$ cat src/rtl/reg_file_pkg.sv
// Shared types and constants for the multi-port register file and its debug FSM.
package reg_file_pkg;

  typedef enum logic [1:0] {
    IDLE = 2'd0,
    ACK  = 2'd1,
    HOLD = 2'd2
  } dbg_state_t;

  localparam int REG_ZERO = 0;

endpackage

$ cat src/rtl/reg_file_dbg_fsm.sv
// Debug-port arbiter: grants a debug access only when the core is not writing,
// then pulses dbg_ack for one cycle and waits for the requester to drop dbg_req.
module reg_file_dbg_fsm
  import reg_file_pkg::*;
(
  input  logic       clk,
  input  logic       rst_n,
  input  logic       dbg_req,
  input  logic       wr_en,
  output logic       grant,
  output logic       dbg_ack,
  output dbg_state_t state
);

  // Handshake: dbg_req is held high (with stable dbg_we/addr/wdata) until
  // dbg_ack; dbg_ack is a single registered pulse; a new request is only
  // accepted after dbg_req has been seen low at least once.
  assign grant = (state == IDLE) && dbg_req && !wr_en;

  always_ff @(posedge clk or negedge rst_n) begin
    if (!rst_n) begin
      state   <= IDLE;
      dbg_ack <= 1'b0;
    end else begin
      case (state)
        IDLE: begin
          dbg_ack <= 1'b0;
          if (grant) begin
            state   <= ACK;
            dbg_ack <= 1'b1;
          end
        end
        ACK: begin
          dbg_ack <= 1'b0;
          state   <= dbg_req ? HOLD : IDLE;
        end
        HOLD: begin
          dbg_ack <= 1'b0;
          if (!dbg_req) state <= IDLE;
        end
        default: begin
          dbg_ack <= 1'b0;
          state   <= IDLE;
        end
      endcase
    end
  end

endmodule

$ cat src/rtl/reg_file_mp.sv
// Multi-read-port register file with optional write bypass, per-register
// busy bits for outstanding loads, and a req/ack debug access port.
module reg_file_mp
  import reg_file_pkg::*;
#(
  parameter  int XLEN   = 32,
  parameter  int NREGS  = 32,
  parameter  int NRP    = 2,
  parameter  int BYPASS = 1,
  localparam int AW     = $clog2(NREGS)
) (
  input  logic                      clk,
  input  logic                      rst_n,
  input  logic [NRP-1:0][AW-1:0]    rd_addr,
  output logic [NRP-1:0][XLEN-1:0]  rd_data,
  output logic [NRP-1:0]            rd_busy,
  input  logic                      wr_en,
  input  logic [AW-1:0]             wr_addr,
  input  logic [XLEN-1:0]           wr_data,
  input  logic                      busy_set,
  input  logic [AW-1:0]             busy_addr,
  input  logic                      dbg_req,
  input  logic                      dbg_we,
  input  logic [AW-1:0]             dbg_addr,
  input  logic [XLEN-1:0]           dbg_wdata,
  output logic                      dbg_ack,
  output logic [XLEN-1:0]           dbg_rdata,
  output dbg_state_t                dbg_state
);

  logic [XLEN-1:0] mem [NREGS];
  logic [NREGS-1:0] busy;
  logic             dbg_grant;

  reg_file_dbg_fsm u_dbg_fsm (
    .clk     (clk),
    .rst_n   (rst_n),
    .dbg_req (dbg_req),
    .wr_en   (wr_en),
    .grant   (dbg_grant),
    .dbg_ack (dbg_ack),
    .state   (dbg_state)
  );

  // Entry 0 is only ever written by reset, so it stays hard-wired to zero.
  // Grant excludes wr_en, so core and debug writes never collide.
  always_ff @(posedge clk or negedge rst_n) begin
    if (!rst_n) begin
      for (int r = 0; r < NREGS; r++) mem[r] <= '0;
    end else begin
      for (int r = 1; r < NREGS; r++) begin
        if (wr_en && wr_addr == AW'(r))
          mem[r] <= wr_data;
        else if (dbg_grant && dbg_we && dbg_addr == AW'(r))
          mem[r] <= dbg_wdata;
      end
    end
  end

  // A load issued to the register being written back this cycle stays pending.
  always_ff @(posedge clk or negedge rst_n) begin
    if (!rst_n) begin
      busy <= '0;
    end else begin
      for (int r = 1; r < NREGS; r++) begin
        if (busy_set && busy_addr == AW'(r))
          busy[r] <= 1'b1;
        else if (wr_en && wr_addr == AW'(r))
          busy[r] <= 1'b0;
      end
    end
  end

  always_ff @(posedge clk or negedge rst_n) begin
    if (!rst_n)
      dbg_rdata <= '0;
    else if (dbg_grant && !dbg_we)
      dbg_rdata <= mem[dbg_addr];
  end

  always_comb begin
    for (int i = 0; i < NRP; i++) begin
      rd_data[i] = mem[rd_addr[i]];
      rd_busy[i] = busy[rd_addr[i]];
      if (rd_addr[i] == AW'(REG_ZERO)) begin
        rd_data[i] = '0;
        rd_busy[i] = 1'b0;
      end else if (BYPASS != 0 && wr_en && wr_addr == rd_addr[i]) begin
        rd_data[i] = wr_data;
        rd_busy[i] = 1'b0;
      end
    end
  end

endmodule

$ cat config.mk
export PLATFORM = sky130hd
export DESIGN_NAME = reg_file_mp
export DESIGN_NICKNAME = d
export VERILOG_FILES = /design/src/rtl/reg_file_pkg.sv /design/src/rtl/reg_file_dbg_fsm.sv /design/src/rtl/reg_file_mp.sv
export SDC_FILE = /design/constraint.sdc
export NUM_CORES = 2
export LEC_CHECK = 0
export CELL_PAD_IN_SITES_DETAIL_PLACEMENT = 0
export CELL_PAD_IN_SITES_GLOBAL_PLACEMENT = 1
export CORE_MARGIN = 3
export CORE_UTILIZATION = 45
export CTS_CLUSTER_DIAMETER = 30
export DETAILED_ROUTE_END_ITERATION = 16
export PLACE_DENSITY = 0.83
export SLEW_MARGIN = 20
export SYNTH_ARGS = -nofsm -noshare
export SYNTH_HDL_FRONTEND = slang
export SYNTH_HIERARCHICAL = 1
export SYNTH_SLANG_ARGS = --single-unit
$ cat constraint.sdc
create_clock -name clk -period 3.2 [get_ports clk]
set_input_delay 0.64 -clock clk [delete_from_list [all_inputs] [get_ports clk]]
set_output_delay 0.64 -clock clk [all_outputs]
set_load 0.02 [all_outputs]
==> reports/results.ini <==
[run_status]
status=finished with violations
violations=setup timing

[grt]
grt_use_total_pct=45.4
grt_pass1_wl_um=549000
grt_max_degree=96
grt_remaining_overflow=0
antenna_found_initial=28
grt_pass1_vias=73573

[clocking]
cts_buffer_depth=4
clkSlewWorstSetupHoldPaths_ns=0.04
cts_sinks=1058
clock_latency_ns=0.95
htreeDepth=5
cts_tree=done
tritoncts.num_buffers=316
root_buffer=clkbuf_16

[setup_path]
arrival_ns=2.93
worstSetupEndpointType=primary output
critical_path_class=in -> out
cp.required_ns=2.56
crit_path_start_kind=primary input
crit_path_max_fanout=10

[synthesis]
synth_edf_count=0
ys_ff_latch=1058
netlist_instances=6993
synth_top_area_share_pct=35.6
ys_warn_count=72
syn-num-nets=7088
synth_cell_types=72
synth_ff_type=dfrtp_1
synth_top_area_cell=dfrtp_1
synth-async-reset-ratio_pct=100
synth_area_per_cell_um2=10.6
netlist_area_um2=74400
synth_area_leaders=dfrtp_1 (36%), mux4_2 (19%), mux2i_1 (16%)
yosysSeqAreaShare_pct=35.6

[timing]
rsz0062_at_grt=yes
skew_ns=0.0782
relSlewSlack_pct=22.3
hold_violations=0
post-route-period-util_pct=112
setup_viol=64
tightest_slew_ns=1.16
fin_ws_ns=-0.371
fin_tns_setup_ns=-11.47
layout_min_cycle_time_ns=3.57
final_max_slew_viol_count=0
fmax_ghz=0.280

[pwr]
ir_drop_v=0.000582
pwr-share-seq_pct=29.1
leakagePower_nw=44.3
power_density_nw_per_um2=699
power.share.clock_pct=45.1
power_switching_share_pct=31.2
switchingPower_mw=22.1
power.internal_mw=48.7
power_frac_comb_pct=25.7

[final_layout]
area_growth_pct=36.0
drive_gt1_share_pct=35.3
final_net_count=7955
postLayoutCellArea_um2=101000

[die]
ioPinCount=196
initial_core_util_pct=45.5
core_area_um2=164000
die_w_um=413
dieArea_um2=170000
rows=148
die_y_um=413

[route]
dr.pass1.iters=7
drtIter0Drc=12455
routedWlPerCell_um=38.3
vias=74902
totalWireLength_um=394000
antenna_left=0
drc=0
via_per_inst=7.28

[flow_run]
maxCapViolations=0

[place]
gp_congestion=1.04
hpwlAfterDp_um=255000
portBuffers=195
place_area_um2=85600

[min_path]
hp-class=in -> async

placed cells by master (no fill, tap or decap), types with 16 or more instances in the layout:
master              n
nand2_1           473
a2111oi_0          20
diode_2            33
buf_4             847
o22ai_2            16
nor2_2             20
a221o_1            32
bufinv_16          41
buf_8              16
o21ai_1            20
nor2b_1            23
mux4_1             17
o21ai_0           429
a22o_1             73
mux2i_1          1209
clkdlybuf4s50_1   108
clkbuf_8           47
mux2_2            122
clkinv_2           39
o221ai_2           20
mux4_2            623
buf_12            271
clkbuf_16         323
o211ai_1           29
nor2_1            702
a22oi_1            38
nor3_1             41
o22ai_1            50
clkinvlp_4         33
a21oi_2            34
buf_6             124
nor2_4             17
clkbuf_1           41
buf_16             24
dfrtp_1          1049
a221oi_1           51
a21oi_1           657
nand3_1            37
cell type report:
type	count	area [um^2]
multi-input cells	5059	45600
clock buffers	409	8830
fillers	12555	62300
clock inverters	133	1860
repair buffers	1407	15500
flip-flops and latches	1058	26500
well taps	2175	2720
inverters	18	67.6
diodes	33	82.6
flip-flops by register name, summed over array words and instances, names as in the netlist:
| signal | count |
|---|---|
| u_dbg_fsm/dbg_ack | 1 |
| busy | 31 |
| mem | 992 |
| u_dbg_fsm/state | 2 |
| dbg_rdata | 32 |
worst max-delay path, stage by stage:
cell and delay [ns]:
buf_6 0.19, buf_4 0.17, buf_4 0.31, buf_4 0.33, mux4_2 0.38, mux2i_1 0.30
a22o_1 0.21, o21ai_1 0.07, buf_4 0.16, buf_6 0.13
path summary, 6_finish.rpt:
kind / startpoint / to / slack, ns / cells past startpoint
worst max-delay path: rd_addr[8] / rd_data[63] / -0.37 / 10
worst min-delay path: rst_n / mem[286]$_DFFE_PN0P_ / 0.36 / 2
worst max register to register: u_dbg_fsm/state[1]$_DFFE_PN0P_ / dbg_rdata[29]$_DFFE_PN0P_ / 0.18 / 9
worst min register to register: dbg_rdata[28]$_DFFE_PN0P_ / dbg_rdata[28]$_DFFE_PN0P_ / 0.49 / 2
max in group asynchronous: rst_n / mem[541]$_DFFE_PN0P_ / 1.71 / 3
min in group clk: dbg_req / u_dbg_fsm/state[1]$_DFFE_PN0P_ / 0.39 / 2
Yosys cell counts, types with 50 or more instances:
cell type / instances
clkbuf_1: 381
a21oi_1: 703
buf_4: 50
dfrtp_1: 1058
o22ai_1: 70
buf_2: 342
nand3_1: 50
mux4_2: 623
nor2_1: 738
mux2_2: 124
mux2i_1: 1215
a221oi_1: 54
a22o_1: 74
nand2_1: 491
o21ai_0: 452
per-layer routing:
| metal | wire length, um | track usage (%) | vias up |
|---|---|---|---|
| li1 | - | - | 28153 |
| met1 | 128000 | 52.5 | 36394 |
| met2 | 154000 | 61.0 | 7719 |
| met3 | 67900 | 23.9 | 2622 |
| met4 | 44400 | 39.5 | 14 |
| met5 | 118 | 0.0575 | - |
cells by family after synthesis:
| family | Yosys count | share of synthesized area [%] |
|---|---|---|
| mux | 1979 | 37.7 |
| compound gates | 1634 | 13.0 |
| simple gates | 1435 | 8.00 |
| flops | 1058 | 35.6 |
| buf+inv | 876 | 5.65 |
| xor+xnor | 11 | 0.129 |
power groups by stage:
stage,Clock (mW),Sequential (mW),Combinational [mW]
finish,31.9,20.6,18.2
global route,32.6,20.9,19.1
CTS,31.8,20.4,17.2
detailed placement,0,20.7,15.2
global placement,0,20.4,14.8
floorplan,0,19.3,10.2
what timing repair did:
| action | CTS | global route |
|---|---|---|
| hold endpoints to repair | 21 | 0 |
| hold buffers | 1 | 0 |
| buffers inserted | 241 | 65 |
| resized for setup | 487 | 114 |
| pin swaps | 122 | 72 |
| cloned | 17 | 2 |
| endpoints found under the setup margin | 66 | 66 |
through the flow:
step | hold slack (ns) | util (%) | worst slack (ns) | cells | total power, mW
2_1_floorplan | 0.344 | - | 0.115 | 6993 | 29.5
3_3_place_gp | 0.491 | 52.4 | -1.15 | 9420 | 35.2
3_5_place_dp | 0.483 | 52.4 | -1.06 | 9420 | 35.9
4_1_cts | 0.312 | 61.3 | -0.301 | 10200 | 69.4
5_1_grt | 0.350 | 61.9 | -0.345 | 10261 | 72.6
6_report | 0.358 | 61.9 | -0.371 | 10292 | 70.8
(Power assumes the default switching activity.)
